### config.mk
export PLATFORM = sky130hd
export DESIGN_NAME = seq_chk_multi
export DESIGN_NICKNAME = d
export VERILOG_FILES = /design/src/rtl/seq_chk_pkg.sv /design/src/rtl/seq_chk_lane.sv /design/src/rtl/seq_chk_multi.sv
export SDC_FILE = /design/constraint.sdc
export NUM_CORES = 1
export LEC_CHECK = 0
export ABC_AREA = 1
export CAP_MARGIN = 10
export CELL_PAD_IN_SITES_DETAIL_PLACEMENT = 1
export CELL_PAD_IN_SITES_GLOBAL_PLACEMENT = 1
export CORE_AREA = 2 2 39 41
export DETAILED_ROUTE_END_ITERATION = 8
export DIE_AREA = 0 0 41 43
export DONT_BUFFER_PORTS = 1
export GPL_TIMING_DRIVEN = 1
export PLACE_DENSITY = 0.74
export SKIP_CTS_REPAIR_TIMING = 1
export SLEW_MARGIN = 20
export SYNTH_ARGS = -nofsm -noshare
export SYNTH_HDL_FRONTEND = slang
export SYNTH_SLANG_ARGS = --single-unit
### constraint.sdc
create_clock -name clk -period 1.55 [get_ports clk]
set_input_delay 0.31 -clock clk [delete_from_list [all_inputs] [get_ports clk]]
set_output_delay 0.31 -clock clk [all_outputs]
set_load 0.05 [all_outputs]
### src/rtl/seq_chk_pkg.sv
// Shared definitions for the seq_chk_multi protocol checker.
// Provides the per-lane FSM state encodings, a counter width helper and a
// parameter legality check evaluated at elaboration.
// Optional statistics are enabled by defining SEQ_CHK_STATS_EN.
package seq_chk_pkg;

    // Per-lane FSM states: waiting for start, x repetition phase, y window phase
    localparam logic [1:0] ST_IDLE = 2'd0;
    localparam logic [1:0] ST_XPH  = 2'd1;
    localparam logic [1:0] ST_YPH  = 2'd2;

    // Bits needed to count from 0 up to and including n
    function automatic int unsigned cnt_w(input int unsigned n);
        return (n < 32'd1) ? 32'd1 : 32'($clog2(n + 32'd1));
    endfunction

    // True when the checker parameters describe a realisable sequence
    function automatic bit params_legal(input int unsigned num_ch,
                                        input int unsigned x_len,
                                        input int unsigned y_win,
                                        input int unsigned cnt_width);
        return (num_ch >= 32'd1) && (x_len >= 32'd1) && (y_win >= 32'd1)
               && (cnt_width >= 32'd1);
    endfunction

endpackage

### src/rtl/seq_chk_lane.sv
// One checker channel for "start |=> x[*X_LEN] ##[1:Y_WIN] y".
// Ports:
//   clk, rst          clock, synchronous active-high reset
//   start_i, x_i, y_i channel protocol inputs
//   busy_o            attempt in flight (registered)
//   pass_o, fail_o    one-cycle verdict pulses
//   drop_o            one-cycle pulse: start ignored while busy
//   pass_cnt_o, fail_cnt_o  saturating verdict counters (SEQ_CHK_STATS_EN only)
module seq_chk_lane
    import seq_chk_pkg::*;
#(
    parameter int unsigned X_LEN = 2,
    parameter int unsigned Y_WIN = 1,
    parameter int unsigned CNT_W = 16
) (
    input  logic             clk,
    input  logic             rst,
    input  logic             start_i,
    input  logic             x_i,
    input  logic             y_i,
    output logic             busy_o,
    output logic             pass_o,
    output logic             fail_o,
    output logic             drop_o
`ifdef SEQ_CHK_STATS_EN
    ,
    output logic [CNT_W-1:0] pass_cnt_o,
    output logic [CNT_W-1:0] fail_cnt_o
`endif
);

    localparam int unsigned XW = cnt_w(X_LEN);
    localparam int unsigned YW = cnt_w(Y_WIN);

    if (!params_legal(32'd1, X_LEN, Y_WIN, CNT_W)) begin : g_bad_params
        $error("seq_chk_lane: X_LEN, Y_WIN and CNT_W must all be >= 1");
    end

    logic [1:0]    state_q, state_d;
    logic [XW-1:0] xcnt_q, xcnt_d;
    logic [YW-1:0] ycnt_q, ycnt_d;
    logic          busy_q, busy_d;
    logic          pass_q, pass_d;
    logic          fail_q, fail_d;
    logic          drop_q, drop_d;
`ifdef SEQ_CHK_STATS_EN
    logic [CNT_W-1:0] pass_cnt_q, pass_cnt_d;
    logic [CNT_W-1:0] fail_cnt_q, fail_cnt_d;
`endif

    // State and output registers
    always_ff @(posedge clk) begin
        if (rst) begin
            state_q    <= ST_IDLE;
            xcnt_q     <= '0;
            ycnt_q     <= '0;
            busy_q     <= 1'b0;
            pass_q     <= 1'b0;
            fail_q     <= 1'b0;
            drop_q     <= 1'b0;
`ifdef SEQ_CHK_STATS_EN
            pass_cnt_q <= '0;
            fail_cnt_q <= '0;
`endif
        end else begin
            state_q    <= state_d;
            xcnt_q     <= xcnt_d;
            ycnt_q     <= ycnt_d;
            busy_q     <= busy_d;
            pass_q     <= pass_d;
            fail_q     <= fail_d;
            drop_q     <= drop_d;
`ifdef SEQ_CHK_STATS_EN
            pass_cnt_q <= pass_cnt_d;
            fail_cnt_q <= fail_cnt_d;
`endif
        end
    end

    // Next-state and verdict logic
    always_comb begin
        state_d = state_q;
        xcnt_d  = xcnt_q;
        ycnt_d  = ycnt_q;
        pass_d  = 1'b0;
        fail_d  = 1'b0;
        // A start while an attempt runs (including its deciding edge) is ignored
        drop_d  = start_i && (state_q != ST_IDLE);

        case (state_q)
            ST_IDLE: begin
                if (start_i) begin
                    state_d = ST_XPH;
                    xcnt_d  = '0;
                end
            end
            ST_XPH: begin
                if (x_i) begin
                    xcnt_d = xcnt_q + XW'(1);
                    if (xcnt_d == XW'(X_LEN)) begin
                        state_d = ST_YPH;
                        ycnt_d  = '0;
                    end
                end else begin
                    fail_d  = 1'b1;
                    state_d = ST_IDLE;
                end
            end
            ST_YPH: begin
                if (y_i) begin
                    pass_d  = 1'b1;
                    state_d = ST_IDLE;
                end else begin
                    ycnt_d = ycnt_q + YW'(1);
                    if (ycnt_d == YW'(Y_WIN)) begin
                        fail_d  = 1'b1;
                        state_d = ST_IDLE;
                    end
                end
            end
            default: begin
                state_d = ST_IDLE;
            end
        endcase

        busy_d = (state_d != ST_IDLE);
    end

`ifdef SEQ_CHK_STATS_EN
    // Saturating verdict counters
    always_comb begin
        pass_cnt_d = pass_cnt_q;
        fail_cnt_d = fail_cnt_q;
        if (pass_d && (pass_cnt_q != '1)) begin
            pass_cnt_d = pass_cnt_q + CNT_W'(1);
        end
        if (fail_d && (fail_cnt_q != '1)) begin
            fail_cnt_d = fail_cnt_q + CNT_W'(1);
        end
    end

    assign pass_cnt_o = pass_cnt_q;
    assign fail_cnt_o = fail_cnt_q;
`endif

    assign busy_o = busy_q;
    assign pass_o = pass_q;
    assign fail_o = fail_q;
    assign drop_o = drop_q;

endmodule

### src/rtl/seq_chk_multi.sv
// Multi-channel synthesizable checker for "start |=> x[*X_LEN] ##[1:Y_WIN] y".
// Each channel runs an independent seq_chk_lane.
// Ports:
//   clk, rst               clock, synchronous active-high reset
//   start, x, y            per-channel protocol inputs [NUM_CH]
//   busy                   per-channel attempt in flight
//   pass, fail, drop       per-channel one-cycle pulses
//   pass_cnt, fail_cnt     per-channel saturating counters, channel i at
//                          [i*CNT_W +: CNT_W] (only with SEQ_CHK_STATS_EN)
module seq_chk_multi
    import seq_chk_pkg::*;
#(
    parameter int unsigned NUM_CH = 1,
    parameter int unsigned X_LEN  = 2,
    parameter int unsigned Y_WIN  = 1,
    parameter int unsigned CNT_W  = 16
) (
    input  logic                    clk,
    input  logic                    rst,
    input  logic [NUM_CH-1:0]       start,
    input  logic [NUM_CH-1:0]       x,
    input  logic [NUM_CH-1:0]       y,
    output logic [NUM_CH-1:0]       busy,
    output logic [NUM_CH-1:0]       pass,
    output logic [NUM_CH-1:0]       fail,
    output logic [NUM_CH-1:0]       drop
`ifdef SEQ_CHK_STATS_EN
    ,
    output logic [NUM_CH*CNT_W-1:0] pass_cnt,
    output logic [NUM_CH*CNT_W-1:0] fail_cnt
`endif
);

    if (!params_legal(NUM_CH, X_LEN, Y_WIN, CNT_W)) begin : g_bad_params
        $error("seq_chk_multi: NUM_CH, X_LEN, Y_WIN and CNT_W must all be >= 1");
    end

    // One fully independent lane per channel
    for (genvar i = 0; i < int'(NUM_CH); i++) begin : g_ch
        seq_chk_lane #(
            .X_LEN (X_LEN),
            .Y_WIN (Y_WIN),
            .CNT_W (CNT_W)
        ) u_lane (
            .clk        (clk),
            .rst        (rst),
            .start_i    (start[i]),
            .x_i        (x[i]),
            .y_i        (y[i]),
            .busy_o     (busy[i]),
            .pass_o     (pass[i]),
            .fail_o     (fail[i]),
            .drop_o     (drop[i])
`ifdef SEQ_CHK_STATS_EN
            ,
            .pass_cnt_o (pass_cnt[i*CNT_W +: CNT_W]),
            .fail_cnt_o (fail_cnt[i*CNT_W +: CNT_W])
`endif
        );
    end

endmodule
==> flow_summary.ini <==
[run_status]
status = complete, no violations

[routing]
routedWlPerCell_microns = 11.1
vias = 441
drt_iter0_drc = 3
dr.pass1.iters = 4
ant_nets = 0
drc = 0
routed_via_density = 4.85
wirelength_mm = 1.01

[clock_network]
clock-root-buffer = clkbuf_4
cts.path.max_buffers = 2
clk_transition_reported_paths_ps = 60
cts_max_level = 1
cts_sinks = 9
clkLatencyLatePin_ps = 270
cts_tree = yes
cts_buffers = 3

[layout]
syn_to_final_growth_pct = 9.66
multi_input_area_sq_um = 250
final-seq-area_sq_um = 180
fin_area_sq_um = 526
fill_cells = 176
drive_gt1_frac = 0.0533
n_antenna_cell = 0
nNetsFinal = 86

[floorplanning]
ioPinCount = 9
initial_utilization = 0.346
num_rows = 14
die_w_microns = 41
fp.coreArea_sq_um = 1380
die_y_microns = 43
fp.dieArea_sq_um = 1760

[worst_setup_path]
cp_slowest_stage_delay_ps = 330
cp_max_fo = 5
path_cells = inv_1 > ha_1 > inv_2 > nor2_1 > nor2_1 > a21oi_1 > nor2_1
path_buf_inv = 2
path_common_cell = nor2_1
critPathCaptureType = flip-flop
cp.arrival_ps = 1480
crit_type = flip-flop to flip-flop
cp_data_required_time_ps = 1710
start_kind = flip-flop
cp_slowest_cell = dfxtp_1
path_delay_family = simple AND/OR/NAND/NOR gates

[sta]
post-route-min-period_ps = 1320
drv_slew = 0
fmax_mhz = 758
hold_viol = 0
rsz0062_at_grt = false
post-route-period-util = 0.851
skew_ps = 1.71
finalSetupViolations = 0
slew_headroom = 0.679
tightestPinTransition_ps = 481
finalWorstSetupSlack_ps = 230
tns_ps = 0

[global_routing]
overflow = 0
grt_max_degree = 6
antenna_found_initial = 0
track_usage = 0.159
grt_pass1_vias = 445
grt_pass1_wl_mm = 1.79

[placed_design]
place_ws_ps = 246
hpwlAfterDp_microns = 836
gp_congestion = 0.850
dpl_cell_area_sq_um = 499
port_buffers = 0

[pwr]
power_density_nw_per_um2 = 1060
power_uw = 555
power.leakage_nw = 0.289
peakVddDrop_uv = 386

[flow_run]
cap_violations = 0

[yosys]
synth_area_sq_um = 479
yosysSeqAreaShare = 0.376
synth_nets = 81
yosysWarnings = 0
ys_ff_latch = 9
synth.avg_cell_area_sq_um = 6.75
synthCells = 71
synth_cell_types = 12

[min_path]
hold_class = input port to flip-flop
-- layer usage --
layer  track usage  share of wire
met5             0              0
met4         0.120          0.037
met3        0.0628          0.047
met2         0.222           0.45
met1         0.185           0.46
-- report_power, final --
part           leakage [nW]  switching, mW  internal [mW]
logic                 0.201         0.0578         0.0355
clock network        0.0150         0.0882         0.0996
registers            0.0735         0.0265          0.248
total                 0.289          0.172          0.383
-- final timing paths --
check                                                            from                                    end  slack [ps]  depth (start not counted)
worst min register to register  g_ch[0].u_lane.xcnt_q[1]$_SDFFE_PP0P_  g_ch[0].u_lane.xcnt_q[1]$_SDFFE_PP0P_         500                          2
worst max-delay path             g_ch[0].u_lane.state_q[1]$_SDFF_PP0_     g_ch[0].u_lane.ycnt_q$_SDFFE_PP0P_         230                          7
worst min-delay path                                              rst       g_ch[0].u_lane.fail_o$_SDFF_PP0_         100                          1
worst max register to register   g_ch[0].u_lane.state_q[1]$_SDFF_PP0_     g_ch[0].u_lane.ycnt_q$_SDFFE_PP0P_         230                          7
-- synthesized netlist by cell type --
| master | instances | share of area |
|---|---|---|
| nor2_1 | 11 | 0.086 |
| ha_1 | 5 | 0.13 |
| dfxtp_1 | 9 | 0.38 |
| nor3_1 | 1 | 0.010 |
| inv_2 | 1 | 0.0078 |
| nand2_1 | 19 | 0.15 |
| nand3_1 | 7 | 0.073 |
| o21ai_0 | 1 | 0.010 |
| o211ai_1 | 1 | 0.016 |
| or2_0 | 2 | 0.026 |
| inv_1 | 12 | 0.094 |
| a21oi_1 | 2 | 0.021 |
-- worst reg2reg max path, delay by kind of cell (launching register included) --
family / cells / cell delay, ps
adder cells (fa/ha/maj): 1 / 250
buffers and inverters: 2 / 170
AO/OA/AOI/OAI: 1 / 130
AND/OR/NAND/NOR: 3 / 340
flip-flops: 1 / 330
-- cells in the final DEF, fill, tap and decap left out --
cell type and instances:
ha_1 5, nor3_1 1, a21oi_1 2, clkbuf_4 3
clkbuf_1 1, nand2_1 19, inv_1 12, o211ai_1 1
or2_0 2, nor2_1 11, o21ai_0 1, nand3_1 7
inv_2 1, dfxtp_1 9
-- through the flow --
step	util	hold slack, ps	std cells
6_report	0.380	104	91
5_1_grt	0.380	85.4	91
4_1_cts	0.380	99.0	91
3_5_place_dp	0.361	386	87
3_3_place_gp	0.361	384	87
2_1_floorplan	-	382	71
-- layout make-up --
type	instances	area share
multi-input combinational	49	0.476
sequential	9	0.343
inverter	13	0.0929
clock buffer	4	0.0500
tap	16	0.0381
-- sequential cells by signal, indices dropped and copies added (netlist names) --
register             flops
g_ch.u_lane.busy_o       1
g_ch.u_lane.drop_o       1
g_ch.u_lane.fail_o       1
g_ch.u_lane.pass_o       1
g_ch.u_lane.state_q      2
g_ch.u_lane.xcnt_q       2
g_ch.u_lane.ycnt_q       1
-- kinds of logic after synthesis --
family / share of synthesized area
simple gates: 0.345
buf+inv: 0.102
flops: 0.376
fa+ha+maj: 0.131
compound gates: 0.0470
Power figures use the tool's default switching activity.
